===== src/rtl/fp_cmp_pipe_if.sv =====
// rtl/fp_cmp_pipe_if.sv - operation/result handshake bundle for the FP compare/min/max pipe
interface fp_cmp_pipe_if #(
    parameter int DATA_WIDTH = 64,
    parameter int TAG_WIDTH  = 5
);
    logic                  in_flush;
    logic                  in_valid;
    logic                  out_ready;
    logic [DATA_WIDTH-1:0] in_numA;
    logic [DATA_WIDTH-1:0] in_numB;
    logic [2:0]            in_op;
    logic                  in_fmt;
    logic [TAG_WIDTH-1:0]  in_tag;
    logic                  out_valid;
    logic                  in_ready;
    logic [DATA_WIDTH-1:0] out_data;
    logic                  out_flag_NV;
    logic [TAG_WIDTH-1:0]  out_tag;

    // Issuing side: drives operations, accepts results.
    modport master (
        output in_flush, in_valid, in_numA, in_numB, in_op, in_fmt, in_tag, in_ready,
        input  out_ready, out_valid, out_data, out_flag_NV, out_tag
    );

    // Compare unit side.
    modport slave (
        input  in_flush, in_valid, in_numA, in_numB, in_op, in_fmt, in_tag, in_ready,
        output out_ready, out_valid, out_data, out_flag_NV, out_tag
    );
endinterface


===== src/rtl/fp_cmp_pipe.sv =====
// rtl/fp_cmp_pipe.sv - two-stage IEEE-754 FEQ/FLT/FLE/FMIN/FMAX pipeline with tag passthrough
module fp_cmp_pipe #(
    parameter int DATA_WIDTH = 64,
    parameter int TAG_WIDTH  = 5
) (
    input  logic              in_clk,
    input  logic              in_rst_n,
    fp_cmp_pipe_if.slave      bus
);
    localparam logic [2:0]  OP_FLE  = 3'b000;
    localparam logic [2:0]  OP_FLT  = 3'b001;
    localparam logic [2:0]  OP_FEQ  = 3'b010;
    localparam logic [2:0]  OP_FMIN = 3'b011;
    localparam logic [2:0]  OP_FMAX = 3'b100;
    localparam logic [63:0] CANON_D = 64'h7FF8_0000_0000_0000;
    localparam logic [63:0] CANON_S = 64'hFFFF_FFFF_7FC0_0000;
    localparam logic [31:0] QNAN_S  = 32'h7FC0_0000;

    // Stage 1: captured operation
    logic                  r_s1_valid;
    logic [DATA_WIDTH-1:0] r_s1_a;
    logic [DATA_WIDTH-1:0] r_s1_b;
    logic [2:0]            r_s1_op;
    logic                  r_s1_fmt;
    logic [TAG_WIDTH-1:0]  r_s1_tag;

    // Stage 2: registered result driving the outputs
    logic                  r_s2_valid;
    logic [DATA_WIDTH-1:0] r_s2_data;
    logic                  r_s2_nv;
    logic [TAG_WIDTH-1:0]  r_s2_tag;

    logic w_stall;
    logic w_accept;
    logic w_advance;

    // S2 is held while a result waits on the consumer; S1 may still fill if empty.
    assign w_stall       = r_s2_valid & ~bus.in_ready;
    assign w_advance     = ~w_stall;
    assign bus.out_ready = (~w_stall | ~r_s1_valid) & ~bus.in_flush;
    assign w_accept      = bus.in_valid & bus.out_ready;

    // Operands widened to 64 bits so one datapath serves both DATA_WIDTH settings.
    logic [63:0] w_a_ext;
    logic [63:0] w_b_ext;
    logic        w_dbl;
    logic        w_a_boxed;
    logic        w_b_boxed;
    logic [31:0] w_a_s;
    logic [31:0] w_b_s;
    logic [63:0] w_a_val;
    logic [63:0] w_b_val;

    assign w_a_ext   = 64'(r_s1_a);
    assign w_b_ext   = 64'(r_s1_b);
    assign w_dbl     = (DATA_WIDTH == 64) && r_s1_fmt;
    assign w_a_boxed = (DATA_WIDTH == 32) || (&w_a_ext[63:32]);
    assign w_b_boxed = (DATA_WIDTH == 32) || (&w_b_ext[63:32]);
    // An improperly boxed single is seen as the canonical quiet NaN.
    assign w_a_s     = w_a_boxed ? w_a_ext[31:0] : QNAN_S;
    assign w_b_s     = w_b_boxed ? w_b_ext[31:0] : QNAN_S;
    // Values as they would be returned by FMIN/FMAX (singles re-boxed).
    assign w_a_val   = w_dbl ? w_a_ext : {32'hFFFF_FFFF, w_a_s};
    assign w_b_val   = w_dbl ? w_b_ext : {32'hFFFF_FFFF, w_b_s};

    logic        w_a_sign;
    logic        w_b_sign;
    logic [62:0] w_a_mag;
    logic [62:0] w_b_mag;
    logic        w_a_nan;
    logic        w_b_nan;
    logic        w_a_snan;
    logic        w_b_snan;
    logic        w_a_zero;
    logic        w_b_zero;

    // Classify both operands in a format-neutral sign/magnitude form.
    always_comb begin
        w_a_sign = w_dbl ? w_a_ext[63] : w_a_s[31];
        w_b_sign = w_dbl ? w_b_ext[63] : w_b_s[31];
        w_a_mag  = w_dbl ? w_a_ext[62:0] : {32'd0, w_a_s[30:0]};
        w_b_mag  = w_dbl ? w_b_ext[62:0] : {32'd0, w_b_s[30:0]};
        w_a_nan  = w_dbl ? ((&w_a_ext[62:52]) & (|w_a_ext[51:0]))
                         : ((&w_a_s[30:23]) & (|w_a_s[22:0]));
        w_b_nan  = w_dbl ? ((&w_b_ext[62:52]) & (|w_b_ext[51:0]))
                         : ((&w_b_s[30:23]) & (|w_b_s[22:0]));
        w_a_snan = w_a_nan & ~(w_dbl ? w_a_ext[51] : w_a_s[22]);
        w_b_snan = w_b_nan & ~(w_dbl ? w_b_ext[51] : w_b_s[22]);
        w_a_zero = (w_a_mag == 63'd0);
        w_b_zero = (w_b_mag == 63'd0);
    end

    logic        w_mag_lt;
    logic        w_mag_gt;
    logic        w_lt;
    logic        w_eq;
    logic        w_lt_mm;
    logic        w_any_nan;
    logic        w_any_snan;
    logic [63:0] w_res;
    logic        w_res_nv;

    // Compare and select the result for the operation held in S1.
    always_comb begin
        w_mag_lt   = (w_a_mag < w_b_mag);
        w_mag_gt   = (w_a_mag > w_b_mag);
        w_any_nan  = w_a_nan | w_b_nan;
        w_any_snan = w_a_snan | w_b_snan;
        // IEEE ordering: zeros of either sign are equal.
        if (w_a_sign != w_b_sign) begin
            w_lt = w_a_sign & ~(w_a_zero & w_b_zero);
        end else begin
            w_lt = w_a_sign ? w_mag_gt : w_mag_lt;
        end
        w_eq = (w_a_val == w_b_val) | (w_a_zero & w_b_zero);
        // Min/max ordering: -0 sorts below +0.
        if (w_a_sign != w_b_sign) begin
            w_lt_mm = w_a_sign;
        end else begin
            w_lt_mm = w_a_sign ? w_mag_gt : w_mag_lt;
        end

        w_res    = 64'd0;
        w_res_nv = 1'b0;
        case (r_s1_op)
            OP_FEQ: begin
                w_res    = {63'd0, ~w_any_nan & w_eq};
                w_res_nv = w_any_snan;
            end
            OP_FLT: begin
                w_res    = {63'd0, ~w_any_nan & w_lt};
                w_res_nv = w_any_nan;
            end
            OP_FLE: begin
                w_res    = {63'd0, ~w_any_nan & (w_lt | w_eq)};
                w_res_nv = w_any_nan;
            end
            OP_FMIN, OP_FMAX: begin
                w_res_nv = w_any_snan;
                if (w_a_nan & w_b_nan) begin
                    w_res = w_dbl ? CANON_D : CANON_S;
                end else if (w_a_nan) begin
                    w_res = w_b_val;
                end else if (w_b_nan) begin
                    w_res = w_a_val;
                end else if (r_s1_op == OP_FMIN) begin
                    w_res = w_lt_mm ? w_a_val : w_b_val;
                end else begin
                    w_res = w_lt_mm ? w_b_val : w_a_val;
                end
            end
            default: begin
                w_res    = 64'd0;
                w_res_nv = 1'b0;
            end
        endcase
    end

    // Stage 1 register: load on accept, drain when the entry moves to S2.
    always_ff @(posedge in_clk or negedge in_rst_n) begin
        if (!in_rst_n) begin
            r_s1_valid <= 1'b0;
            r_s1_a     <= '0;
            r_s1_b     <= '0;
            r_s1_op    <= 3'd0;
            r_s1_fmt   <= 1'b0;
            r_s1_tag   <= '0;
        end else if (bus.in_flush) begin
            r_s1_valid <= 1'b0;
        end else if (w_accept) begin
            r_s1_valid <= 1'b1;
            r_s1_a     <= bus.in_numA;
            r_s1_b     <= bus.in_numB;
            r_s1_op    <= bus.in_op;
            r_s1_fmt   <= bus.in_fmt;
            r_s1_tag   <= bus.in_tag;
        end else if (w_advance) begin
            r_s1_valid <= 1'b0;
        end
    end

    // Stage 2 register: capture the result unless the consumer is stalling.
    always_ff @(posedge in_clk or negedge in_rst_n) begin
        if (!in_rst_n) begin
            r_s2_valid <= 1'b0;
            r_s2_data  <= '0;
            r_s2_nv    <= 1'b0;
            r_s2_tag   <= '0;
        end else if (bus.in_flush) begin
            r_s2_valid <= 1'b0;
        end else if (w_advance) begin
            r_s2_valid <= r_s1_valid;
            if (r_s1_valid) begin
                r_s2_data <= w_res[DATA_WIDTH-1:0];
                r_s2_nv   <= w_res_nv;
                r_s2_tag  <= r_s1_tag;
            end
        end
    end

    assign bus.out_valid   = r_s2_valid;
    assign bus.out_data    = r_s2_data;
    assign bus.out_flag_NV = r_s2_nv;
    assign bus.out_tag     = r_s2_tag;
endmodule


===== src/flat_wrapper.sv =====
// flat-port wrapper written by rule: the top's interface ports become plain ports
module fp_cmp_pipe_flat 
#(
    parameter int DATA_WIDTH = 64,
    parameter int TAG_WIDTH  = 5
)
  (in_clk, in_rst_n, bus_in_flush, bus_in_valid, bus_in_numA, bus_in_numB, bus_in_op, bus_in_fmt, bus_in_tag, bus_in_ready, bus_out_ready, bus_out_valid, bus_out_data, bus_out_flag_NV, bus_out_tag);
  fp_cmp_pipe_if #(.DATA_WIDTH(DATA_WIDTH), .TAG_WIDTH(TAG_WIDTH)) bus_i ();
  input  logic in_clk;
  input  logic in_rst_n;
  input wire logic [$bits(bus_i.in_flush)-1:0] bus_in_flush;
  input wire logic [$bits(bus_i.in_valid)-1:0] bus_in_valid;
  input wire logic [$bits(bus_i.in_numA)-1:0] bus_in_numA;
  input wire logic [$bits(bus_i.in_numB)-1:0] bus_in_numB;
  input wire logic [$bits(bus_i.in_op)-1:0] bus_in_op;
  input wire logic [$bits(bus_i.in_fmt)-1:0] bus_in_fmt;
  input wire logic [$bits(bus_i.in_tag)-1:0] bus_in_tag;
  input wire logic [$bits(bus_i.in_ready)-1:0] bus_in_ready;
  output wire logic [$bits(bus_i.out_ready)-1:0] bus_out_ready;
  output wire logic [$bits(bus_i.out_valid)-1:0] bus_out_valid;
  output wire logic [$bits(bus_i.out_data)-1:0] bus_out_data;
  output wire logic [$bits(bus_i.out_flag_NV)-1:0] bus_out_flag_NV;
  output wire logic [$bits(bus_i.out_tag)-1:0] bus_out_tag;
  assign bus_i.in_flush = bus_in_flush;
  assign bus_i.in_valid = bus_in_valid;
  assign bus_i.in_numA = bus_in_numA;
  assign bus_i.in_numB = bus_in_numB;
  assign bus_i.in_op = bus_in_op;
  assign bus_i.in_fmt = bus_in_fmt;
  assign bus_i.in_tag = bus_in_tag;
  assign bus_i.in_ready = bus_in_ready;
  assign bus_out_ready = bus_i.out_ready;
  assign bus_out_valid = bus_i.out_valid;
  assign bus_out_data = bus_i.out_data;
  assign bus_out_flag_NV = bus_i.out_flag_NV;
  assign bus_out_tag = bus_i.out_tag;
  fp_cmp_pipe #(.DATA_WIDTH(DATA_WIDTH), .TAG_WIDTH(TAG_WIDTH)) u_core (.in_clk(in_clk), .in_rst_n(in_rst_n), .bus(bus_i));
endmodule

===== config.mk =====
export PLATFORM = sky130hd
export DESIGN_NAME = fp_cmp_pipe_flat
export DESIGN_NICKNAME = d
export VERILOG_FILES = /design/src/rtl/fp_cmp_pipe_if.sv /design/src/rtl/fp_cmp_pipe.sv /design/src/flat_wrapper.sv
export SDC_FILE = /design/constraint.sdc
export NUM_CORES = 1
export LEC_CHECK = 0
export ABC_AREA = 1
export BUFFER_PORTS_ARGS = -buffer_cell sky130_fd_sc_hd__buf_4
export CAP_MARGIN = 5
export CORE_UTILIZATION = 35
export CTS_BUF_LIST = sky130_fd_sc_hd__clkbuf_8 sky130_fd_sc_hd__clkbuf_16
export CTS_CLUSTER_SIZE = 24
export DETAILED_ROUTE_END_ITERATION = 10
export PLACE_DENSITY = 0.57
export SETUP_SLACK_MARGIN = 0.5
export SLEW_MARGIN = 20
export SYNTH_ARGS = -nofsm -noshare
export SYNTH_HDL_FRONTEND = slang
export SYNTH_SLANG_ARGS = --single-unit

===== constraint.sdc =====
create_clock -name in_clk -period 4.6 [get_ports in_clk]
set_input_delay 0.92 -clock in_clk [delete_from_list [all_inputs] [get_ports in_clk]]
set_output_delay 0.92 -clock in_clk [all_outputs]
set_load 0.02 [all_outputs]

==> impl_metrics.env <==
export IMPL_synth_top_cell_area_share=0.385
export IMPL_p_switching_uw=3370
export IMPL_stdcell_count=2728
export IMPL_seq_area_sq_mm=0.00524
export IMPL_clkTransAtPathRegs_ns=0.07
export IMPL_hold_viol_final=0
export IMPL_grt_usage=0.302
export IMPL_layout_commonest_cell="nand2_1"
export IMPL_ys_async_sr_fraction=1.00
export IMPL_fmax_mhz=246
export IMPL_synth_top_family_by_area="simple AND/OR/NAND/NOR gates"
export IMPL_seq_area_frac_synth=0.385
export IMPL_num_fill_cells=3951
export IMPL_p_leak_uw=0.00919
export IMPL_period_needed_ns=4.06
export IMPL_rows=71
export IMPL_nets=2398
export IMPL_final_area_sq_mm=0.0179
export IMPL_dp_cells=2662
export IMPL_synth_edf_count=0
export IMPL_grt_max_degree=114
export IMPL_crit_slowest_cell="dfrtp_1"
export IMPL_ys_flop_type="dfrtp_1"
export IMPL_start_util=0.358
export IMPL_synth_compound_area_share=0.0988
export IMPL_synth_mux_area_fraction=0.0464
export IMPL_htreeDepth=1
export IMPL_avgSynthCellArea_sq_um=7.05
export IMPL_maxSlewHeadroom=0.456
export IMPL_drc=0
export IMPL_cp_data_required_time_ns=5.09
export IMPL_drt_iter0_drc=1525
export IMPL_setup_viol=0
export IMPL_ys_seq_elements=209
export IMPL_worst_setup_path_end_kind="register"
export IMPL_yosys_warnings=0
export IMPL_dp_hpwl_um=47100
export IMPL_cap_violations=0
export IMPL_hp_class="input port to asynchronous set/reset pin"
export IMPL_via_per_inst=5.42
export IMPL_die_y_um=199
export IMPL_fin_util=0.471
export IMPL_hold_buffers=0
export IMPL_globalRouteOverflowTotal=0
export IMPL_cts_sinks=209
export IMPL_path_max_fanout=6
export IMPL_pwr_share_seq=0.299
export IMPL_routabilityCongestion=0.981
export IMPL_syn_nets=2125
export IMPL_fin_hold_ws_ns=0.326
export IMPL_synth_cells=1926
export IMPL_antenna_found_initial=0
export IMPL_clkLatencyLatePin_ns=0.56
export IMPL_path_depth=27
export IMPL_r2r_slack_ns=0.54
export IMPL_areaGrowthSynthToFinish_pct=31.6
export IMPL_crit_path_start_kind="register"
export IMPL_intPower_uw=4710
export IMPL_arrival_ns=4.55
export IMPL_dieArea_sq_mm=0.0396
export IMPL_reg2regPathDepth=27
export IMPL_cpMostUsedCell="nor2_4"
export IMPL_clock_skew_ns=0.0289
export IMPL_worstSetupPathType="register to register"
export IMPL_layout_drive_gt1_share=0.246
export IMPL_placed_area_sq_mm=0.0163
export IMPL_grt_pass1_wl_um=87600
export IMPL_grt_pass1_vias=13300
export IMPL_multi_input_area_sq_mm=0.00760
export IMPL_synth_xor_xnor_area_share=0
export IMPL_ir_drop_uv=253
export IMPL_pwr_share_comb=0.449
export IMPL_clock_path_buffers=3
export IMPL_switching_share=0.417
export IMPL_clock_root_buffer="clkbuf_16"
export IMPL_num_vias=14800
export IMPL_chipWidth_um=199
export IMPL_synthSimpleGateAreaFrac=0.331
export IMPL_yosysTopAreaCell="dfrtp_1"
export IMPL_dr_pass1_iters=6
export IMPL_wl_um=61500
export IMPL_status="complete, no violations"
export IMPL_power_density_mw_per_mm2=452
export IMPL_cts_buffers=24
export IMPL_crit_family="simple AND/OR/NAND/NOR gates"
export IMPL_cpPeakStageDelay_ns=0.40
export IMPL_finalMaxSlewViolations=0
export IMPL_placement_io_buffers=213
export IMPL_core_area_sq_mm=0.0379
export IMPL_ios=214
export IMPL_rsz0062_at_grt="true"
export IMPL_cts_tree="done"
export IMPL_synth_area_sq_mm=0.0136
export IMPL_synthTopCellsByArea="dfrtp_1 39%, nand2_1 15%, nor2_1 7.5%"
export IMPL_num_antenna_cells=0
export IMPL_finalCritPeriodShare=0.882
export IMPL_antenna_left=0
export IMPL_pwr_share_clk=0.251
export IMPL_worst_pin_slew_ns=0.816
export IMPL_wl_per_cell_um=22.5
export IMPL_cp_num_buf_inv=4
export IMPL_yosys_area_share_adder=0.0525
export IMPL_synth_distinct_cells=43
export IMPL_final_cell_mix="526 x nand2_1, 320 x buf_4, 243 x nor2_1"
-- path summary, 6_finish.rpt --
path,end,startpoint
max reg2reg,u_core.bus.out_data[46],u_core.r_s1_b[59]
max in group asynchronous,u_core.bus.out_data[6],in_rst_n
min reg2reg,u_core.bus.out_tag[1],u_core.r_s1_tag[1]
max,u_core.bus.out_data[46],u_core.r_s1_b[59]
min in group in_clk,u_core.bus.out_tag[1],u_core.r_s1_tag[1]
min,u_core.r_s1_b[63],in_rst_n
-- flip-flops by register name, indices dropped and copies added, names as in the netlist --
name,cells
u_core.bus.out_flag_NV,1
u_core.bus.out_data,64
u_core.bus.out_tag,5
u_core.r_s1_b,64
u_core.r_s1_op,3
u_core.r_s1_a,64
u_core.r_s1_valid,1
u_core.bus.out_valid,1
u_core.r_s1_tag,5
u_core.r_s1_fmt,1
-- power groups by stage --
stage	registers (uW)	logic [uW]	clock network [uW]
floorplan	2610	1670	0
global placement	2440	3250	0
detailed placement	2440	3250	0
CTS	2410	3300	2060
global route	2450	3920	2120
finish	2420	3630	2030
-- through the flow --
| stage | setup WS (ns) | TNS, ns | total power [uW] |
|---|---|---|---|
| 2_1_floorplan | 1.13 | 0 | 4280 |
| 3_3_place_gp | -0.254 | -9.16 | 5700 |
| 3_5_place_dp | -0.247 | -8.80 | 5700 |
| 4_1_cts | 0.515 | 0 | 7770 |
| 5_1_grt | 0.371 | 0 | 8490 |
| 6_report | 0.543 | 0 | 8080 |
-- area by class of cell --
cell class                      instances  share of cell area
Multi-Input combinational cell       1426               0.425
Sequential cell                       209               0.293
Timing Repair Buffer                  342               0.157
Inverter                              194              0.0419
Clock buffer                           31              0.0396
Tap cell                              511              0.0358
Clock inverter                         13             0.00679
Timing Repair inverter                  2            0.000980
-- what timing repair did --
item                                    4_1_cts  5_1_grt
cloned                                        0        6
endpoints found under the setup margin       64       65
resized for setup                            30       97
buffers inserted                              4       12
pin swaps                                     3       24
-- synthesized netlist by cell type (all sizes together), types with 10 or more instances --
| library cell | number |
|---|---|
| a21oi | 134 |
| a31oi | 14 |
| buf | 39 |
| clkbuf | 58 |
| dfrtp | 209 |
| ha | 57 |
| inv | 192 |
| mux2 | 56 |
| nand2 | 555 |
| nand3 | 142 |
| nand4 | 49 |
| nor2 | 273 |
| nor3 | 20 |
| nor4 | 32 |
| o21ai | 44 |
| o22ai | 10 |
-- worst reg2reg max path: stages, from the launching register on --
cell and delay, ns:
dfrtp_1 0.40, nand2_2 0.08, nor2_4 0.16, nand2_2 0.08, nor2_4 0.16, nand3_2 0.13, nand2_4 0.14, clkinv_8 0.11
nor2_4 0.19, inv_2 0.08, ha_4 0.27, nand4_1 0.19, nor2_4 0.21, nand4_1 0.14, nand3b_1 0.23, nor3_4 0.18
nand3_1 0.12, nand2_2 0.10, nand2_4 0.07, nand3_4 0.11, buf_12 0.15, nand2_8 0.08, clkbuf_16 0.17, nand2_1 0.06
nand3_1 0.06, nand2_1 0.09, nand3_1 0.11, nand2_1 0.12
-- layer usage --
layer,global-route usage,wire [um]
met1,0.498,30800
met2,0.408,24500
met3,0.0378,5280
met4,0.0541,915
met5,0,0
-- kinds of logic after synthesis --
| kind of cell | Yosys count |
|---|---|
| AOI/OAI and AO/OA | 237 |
| adders and majority gates | 57 |
| buffers and inverters | 291 |
| DFF | 209 |
| muxes | 56 |
| and+or+nand+nor | 1076 |
Power figures use the tool's default switching activity.
